===== config.mk =====
export PLATFORM = sky130hd
export DESIGN_NAME = param_johnson_counter
export DESIGN_NICKNAME = d
export VERILOG_FILES = /design/src/rtl/johnson_pkg.sv /design/src/rtl/johnson_pos_decode.sv /design/src/rtl/param_johnson_counter.sv
export SDC_FILE = /design/constraint.sdc
export NUM_CORES = 1
export LEC_CHECK = 0
export CAP_MARGIN = 20
export CORE_UTILIZATION = 50
export DETAILED_ROUTE_END_ITERATION = 16
export DONT_BUFFER_PORTS = 1
export PLACE_DENSITY_LB_ADDON = 0.12
export SLEW_MARGIN = 20
export SYNTH_ARGS = -nofsm -noshare
export SYNTH_HDL_FRONTEND = slang
export SYNTH_SLANG_ARGS = --single-unit
export TNS_END_PERCENT = 100

===== constraint.sdc =====
create_clock -name clk -period 3.55 [get_ports clk]
set_clock_uncertainty 0.1 [all_clocks]
set_input_delay 0.355 -clock clk [delete_from_list [all_inputs] [get_ports clk]]
set_output_delay 0.355 -clock clk [all_outputs]
set_load 0.05 [all_outputs]

===== src/rtl/johnson_pkg.sv =====
// Shared definitions for the Johnson/ring counter family: mode and direction
// encodings plus the sequence period helper.
package johnson_pkg;

    localparam int MODE_JOHNSON = 0;
    localparam int MODE_RING    = 1;

    localparam logic DIR_UP = 1'b0;
    localparam logic DIR_DN = 1'b1;

    // Number of distinct legal states in one full sequence.
    function automatic int period(input int width, input int mode);
        if (mode == MODE_RING) begin
            return width;
        end else begin
            return 2 * width;
        end
    endfunction

endpackage


===== src/rtl/johnson_pos_decode.sv =====
// Combinational decoder: maps a Johnson or ring counter state onto its
// position in the sequence and flags states that are not in the sequence.
// Illegal states decode to position 0.
module johnson_pos_decode
    import johnson_pkg::*;
#(
    parameter int  WIDTH = 8,
    parameter int  MODE  = 0,
    localparam int PW    = $clog2(2 * WIDTH)
) (
    input  logic [WIDTH-1:0] i_state,
    output logic [PW-1:0]    o_pos,
    output logic             o_illegal
);

    localparam logic [WIDTH-1:0] ONE_W   = {{(WIDTH-1){1'b0}}, 1'b1};
    localparam logic [PW:0]      ONE_CNT = {{PW{1'b0}}, 1'b1};
    localparam logic [PW:0]      ZERO_CNT = {(PW+1){1'b0}};
    localparam logic [PW:0]      TWO_W   = (PW+1)'(2 * WIDTH);

    logic [WIDTH-1:0] w_inv;
    logic             w_low_run;
    logic             w_high_run;
    logic             w_legal;
    logic [PW:0]      w_ones;
    logic [PW-1:0]    w_idx;
    logic [PW:0]      w_back;

    // A run of ones anchored at bit 0 (including all-zeros and all-ones) has
    // no set bit above a clear bit; the high-anchored run is the same test on
    // the inverted state.
    assign w_inv      = ~i_state;
    assign w_low_run  = ((i_state & (i_state + ONE_W)) == {WIDTH{1'b0}});
    assign w_high_run = ((w_inv & (w_inv + ONE_W)) == {WIDTH{1'b0}});
    assign w_back     = TWO_W - w_ones;

    // Population count and index of the highest set bit.
    always_comb begin
        w_ones = ZERO_CNT;
        w_idx  = {PW{1'b0}};
        for (int i = 0; i < WIDTH; i++) begin
            w_ones = w_ones + {{PW{1'b0}}, i_state[i]};
            if (i_state[i]) begin
                w_idx = PW'(i);
            end else begin
                w_idx = w_idx;
            end
        end
    end

    // Legality and position according to the counter flavour.
    always_comb begin
        w_legal = 1'b0;
        o_pos   = {PW{1'b0}};
        if (MODE == MODE_RING) begin
            w_legal = (w_ones == ONE_CNT);
            if (w_legal) begin
                o_pos = w_idx;
            end else begin
                o_pos = {PW{1'b0}};
            end
        end else begin
            w_legal = w_low_run | w_high_run;
            if (!w_legal || (w_ones == ZERO_CNT)) begin
                o_pos = {PW{1'b0}};
            end else if (i_state[0]) begin
                o_pos = w_ones[PW-1:0];
            end else begin
                o_pos = w_back[PW-1:0];
            end
        end
    end

    assign o_illegal = ~w_legal;

endmodule


===== src/rtl/param_johnson_counter.sv =====
// Parametrised Johnson / ring counter with direction, enable, parallel load,
// decoded position and wrap pulse.
// Optional build macro SELF_CORRECT_EN: when defined, the illegal output is
// live and an enabled step out of an illegal state reloads the reset state.
// When undefined, illegal reads 0 and illegal states shift like any other.
module param_johnson_counter
    import johnson_pkg::*;
#(
    parameter int  WIDTH = 8,
    parameter int  MODE  = 0,
    localparam int PW    = $clog2(2 * WIDTH)
) (
    input  logic             clk,
    input  logic             reset,
    input  logic             en,
    input  logic             dir,
    input  logic             load,
    input  logic [WIDTH-1:0] load_val,
    output logic [WIDTH-1:0] out,
    output logic [PW-1:0]    pos,
    output logic             wrap,
    output logic             illegal
);

    localparam logic [WIDTH-1:0] RST_VAL = (MODE == MODE_RING) ?
                                           {{(WIDTH-1){1'b0}}, 1'b1} :
                                           {WIDTH{1'b0}};

    logic [WIDTH-1:0] r_out;
    logic             r_wrap;
    logic [WIDTH-1:0] w_step;
    logic             w_dec_illegal;
    logic             w_correct_en;

`ifdef SELF_CORRECT_EN
    assign w_correct_en = 1'b1;
`else
    assign w_correct_en = 1'b0;
`endif

    // Candidate next state for one step in the requested direction.
    always_comb begin
        w_step = r_out;
        if (MODE == MODE_RING) begin
            if (dir == DIR_UP) begin
                w_step = {r_out[WIDTH-2:0], r_out[WIDTH-1]};
            end else begin
                w_step = {r_out[0], r_out[WIDTH-1:1]};
            end
        end else begin
            if (dir == DIR_UP) begin
                w_step = {r_out[WIDTH-2:0], ~r_out[WIDTH-1]};
            end else begin
                w_step = {~r_out[0], r_out[WIDTH-1:1]};
            end
        end
    end

    // State register and wrap pulse: reset beats load, load beats step.
    always_ff @(posedge clk) begin
        if (!reset) begin
            r_out  <= RST_VAL;
            r_wrap <= 1'b0;
        end else if (load) begin
            r_out  <= load_val;
            r_wrap <= 1'b0;
        end else if (en) begin
            if (w_correct_en && w_dec_illegal) begin
                r_out  <= RST_VAL;
                r_wrap <= 1'b0;
            end else begin
                r_out  <= w_step;
                r_wrap <= (w_step == RST_VAL);
            end
        end else begin
            r_out  <= r_out;
            r_wrap <= 1'b0;
        end
    end

    johnson_pos_decode #(
        .WIDTH (WIDTH),
        .MODE  (MODE)
    ) u_decode (
        .i_state   (r_out),
        .o_pos     (pos),
        .o_illegal (w_dec_illegal)
    );

    assign out     = r_out;
    assign wrap    = r_wrap;
    assign illegal = w_dec_illegal & w_correct_en;

endmodule


==> impl_results.md <==
* Status: complete, but fails checks
* Failing checks: negative setup slack
* Crit. End Element: primary output
* Hold worst-path end: out[7]
* DRC at 0
* CP peak stage delay at 490 ps
* Antenna viol nets, final at 0
* Largest net degree at the start of global routing at 18
* Mapped Nets at 153
* Worst path bufs/invs at 3
* Port Buffers at 0
* Die height at between 40 and 50 um
* EDFF count, synth at 0
* Cell family with most CP delay: adder cells
* Worst-path cell chain: clkinv_8, ha_4, inv_2, fa_1, fa_1, fa_2, fa_2, ha_4, nor2_2, a2111oi_4, buf_12
* Maxcap violations at 0
* Reg clk slew, reported paths at 70 ps
* Antenna Cells at 0
* Worst-Margin Slew at between 500 and 600 ps
* Post-Synth Simple-Gate Area at 21.3%
* Max Clk Rate at 244 MHz
* PD cells at 523 nW/um^2
* Mapped Avg Cell Area at between 7 and 8 sq um
* Hold-fix buffers, CTS at 0
* Crit path DAT at about 3600 ps
* HP Start: reset
* DIE AREA at 2240 sq um
* Post-Syn Area at 1030 sq um
* Pins Over Slew Limit at 0
* DR vias/cell at 5.60
* Routed vias at 947
* Area grow syn2layout at 31.9%
* Worst reg2reg path depth at 4
* Worst vdd ir at approximately 0.00035 V
* Synth area leader: dfxtp_1
* WL per Instance at approximately 15 um
* Row count at 16
* Setup WS post-layout at -540 ps
* Setup bufs post-CTS at 0
* Crit path launch type: register
* Die Width at 47.4 um
* CORE AREA at about 2000 sq um
* Reg-to-Reg Start: out[0]
* Final hold vios at 0
* H-tree level count at 1
* Number of antenna violations at the first check in global routing at 0
* Sinks on Clock Net at 9
* Crit path required time at 3090 ps
* Share of cells above drive strength 1 at 36.6%
* Clock Path Buffers at 2
* Setup violators final at 4
* Root buf cell: clkbuf_4
* Synth unique cells at 38
* Worst-skew pair later-pin latency at approximately 270 ps
* Post-synthesis sequential element count at 9
* GRT Resource Usage Total at 25.6%
* HPWL Detailed at between 2000 and 2500 um
* P_leak at slightly above 0.5 nW
* Gr ovfl total at 0
* Period utilization at 115%
* Mux cell area share after synthesis at 4.87%
* First-pass GRT wire length at 3910 um
* Gpl congestion at between 0.8 and 0.9
* Synth async-reset ratio at 0%
* Min Tclk post-route at approximately 4000 ps
* Relative slew margins at between 60% and 70%
* Non-Filler Instances at 169
* Cells after Synth at 129
* Starting DRT DRC Count at 9
* Synth Area in Adders at roughly 16%
* Vias in the first global route at 884
* RSZ-0062 raised after global routing: yes
* First-pass detailed-route iteration total at 4
* Critical-path top delay cell: fa_1
* Io pins at 27
* Fill count at between 150 and 200
* TritonCTS Buffers at 3
* Final Routed Wirelength at 2550 um
* Critical Path Fanout Max at 4
* Top area cells in the synthesized netlist: dfxtp_1 (18%), ha_1 (8.5%), fa_1 (7.8%)
* Worst hold path type: primary input to register
* Fraction of synthesized cell area in xor and xnor cells at 1.70%
* CTS tree: yes
* R2R Path End: wrap
* Worst hold path stage count at 1
* Yosys warns at 0
* Yosys top cell area share at 17.5%
* R2R Setup Slk at between 1500 and 2000 ps
* WS Path Type: register to primary output
* Synth Flop Type: dfxtp_1
* Initial Util at 53.0%
* Largest family of logic cells by synthesized area: compound AO/OA/AOI/OAI gates
* Placement Setup Slack at -425 ps
* Placed cell count at around 170
* Post-route setup TNS at -2100 ps
* Post-layout nets at between 150 and 200
* Synth Area in Compound Gates at 24.9%
* Sequential-to-total area share from yosys stat at 17.5%
-- worst max path at each step --
stage	endpoint	slack, ps	cells past startpoint	start
detailed placement	pos[3]	-420	12	out[0]
global placement	pos[1]	-340	11	out[0]
CTS	pos[3]	-550	12	out[0]
floorplan	pos[3]	-790	12	out[0]
finish	pos[1]	-540	11	out[0]
global route	pos[1]	-640	12	out[0]
-- report_power, final --
group          switching, mW  internal [mW]  total (mW)  leakage [nW]
Sequential           0.00610          0.107       0.113        0.0753
Clock                 0.0414         0.0436      0.0850        0.0150
Combinational          0.277          0.235       0.511         0.428
Total                  0.324          0.386       0.710         0.518
-- area by class of cell --
cell class	instances	area, sq um	share of cell area, %
Inverter	14	72.6	5.35
Tap cell	27	33.8	2.49
Clock buffer	4	26.3	1.94
Sequential cell	9	185	13.7
Multi-Input combinational cell	96	842	62.1
Timing Repair Buffer	19	196	14.5
-- registers in the layout, indices dropped and copies added (netlist names) --
register,count
wrap,1
out,8
-- synthesized netlist by cell type (2+ instances only) --
cell,count
inv_1,9
buf_6,3
inv_4,2
nor3_1,4
nand2_1,9
buf_4,2
dfxtp_1,9
o21ai_0,9
nor2b_1,7
mux2i_1,5
a21oi_1,9
xnor2_1,2
buf_2,2
inv_2,2
clkbuf_1,2
nor4b_1,2
a211oi_1,5
o22ai_1,4
and2_1,2
nor2_1,12
ha_1,7
fa_1,4
o211ai_1,2
-- layer usage --
metal  GRT usage, %  share of wire (%)
met1           30.1                 42
met2           42.5                 51
met3           8.85                5.6
met4           10.3                2.0
met5              0                  0
-- layout by cell type (no fill, tap or decap), types with 3 or more instances in the layout --
master and n:
buf_4 14, nor2_1 9, a21oi_1 9, nand2_1 8, inv_1 7, o21ai_0 7, nor2b_1 7, dfxtp_1 7
mux2i_1 5, a211oi_1 5, ha_1 5, buf_12 4, inv_2 3, inv_4 3, nor3_1 3, clkbuf_4 3
-- per-stage QoR --
| step | instance area, sq um | utilization (%) | power [mW] | hold WS (ps) |
|---|---|---|---|---|
| after global placement | 1300 | 67.1 | 0.587 | 378 |
| after detailed placement | 1300 | 67.1 | 0.605 | 387 |
| after floorplan | 1150 | - | 0.463 | 376 |
| after global routing | 1360 | 69.8 | 0.755 | 97.3 |
| final | 1360 | 69.8 | 0.710 | 105 |
| after CTS | 1340 | 68.8 | 0.699 | 106 |
-- logic make-up after synthesis --
| kind of cell | after synthesis |
|---|---|
| multiplexers | 5 |
| other | 1 |
| AO/OA/AOI/OAI | 34 |
| AND/OR/NAND/NOR | 43 |
| buffers and inverters | 24 |
| adder cells (fa/ha/maj) | 11 |
| flip-flops | 9 |
| XOR/XNOR | 2 |
-- timing repair --
action	in CTS	in global routing
pin swaps	6	2
setup endpoints to repair	4	4
resized for setup	3	6
gates cloned	0	0
Note: power is estimated with default switching activity, not from simulation.
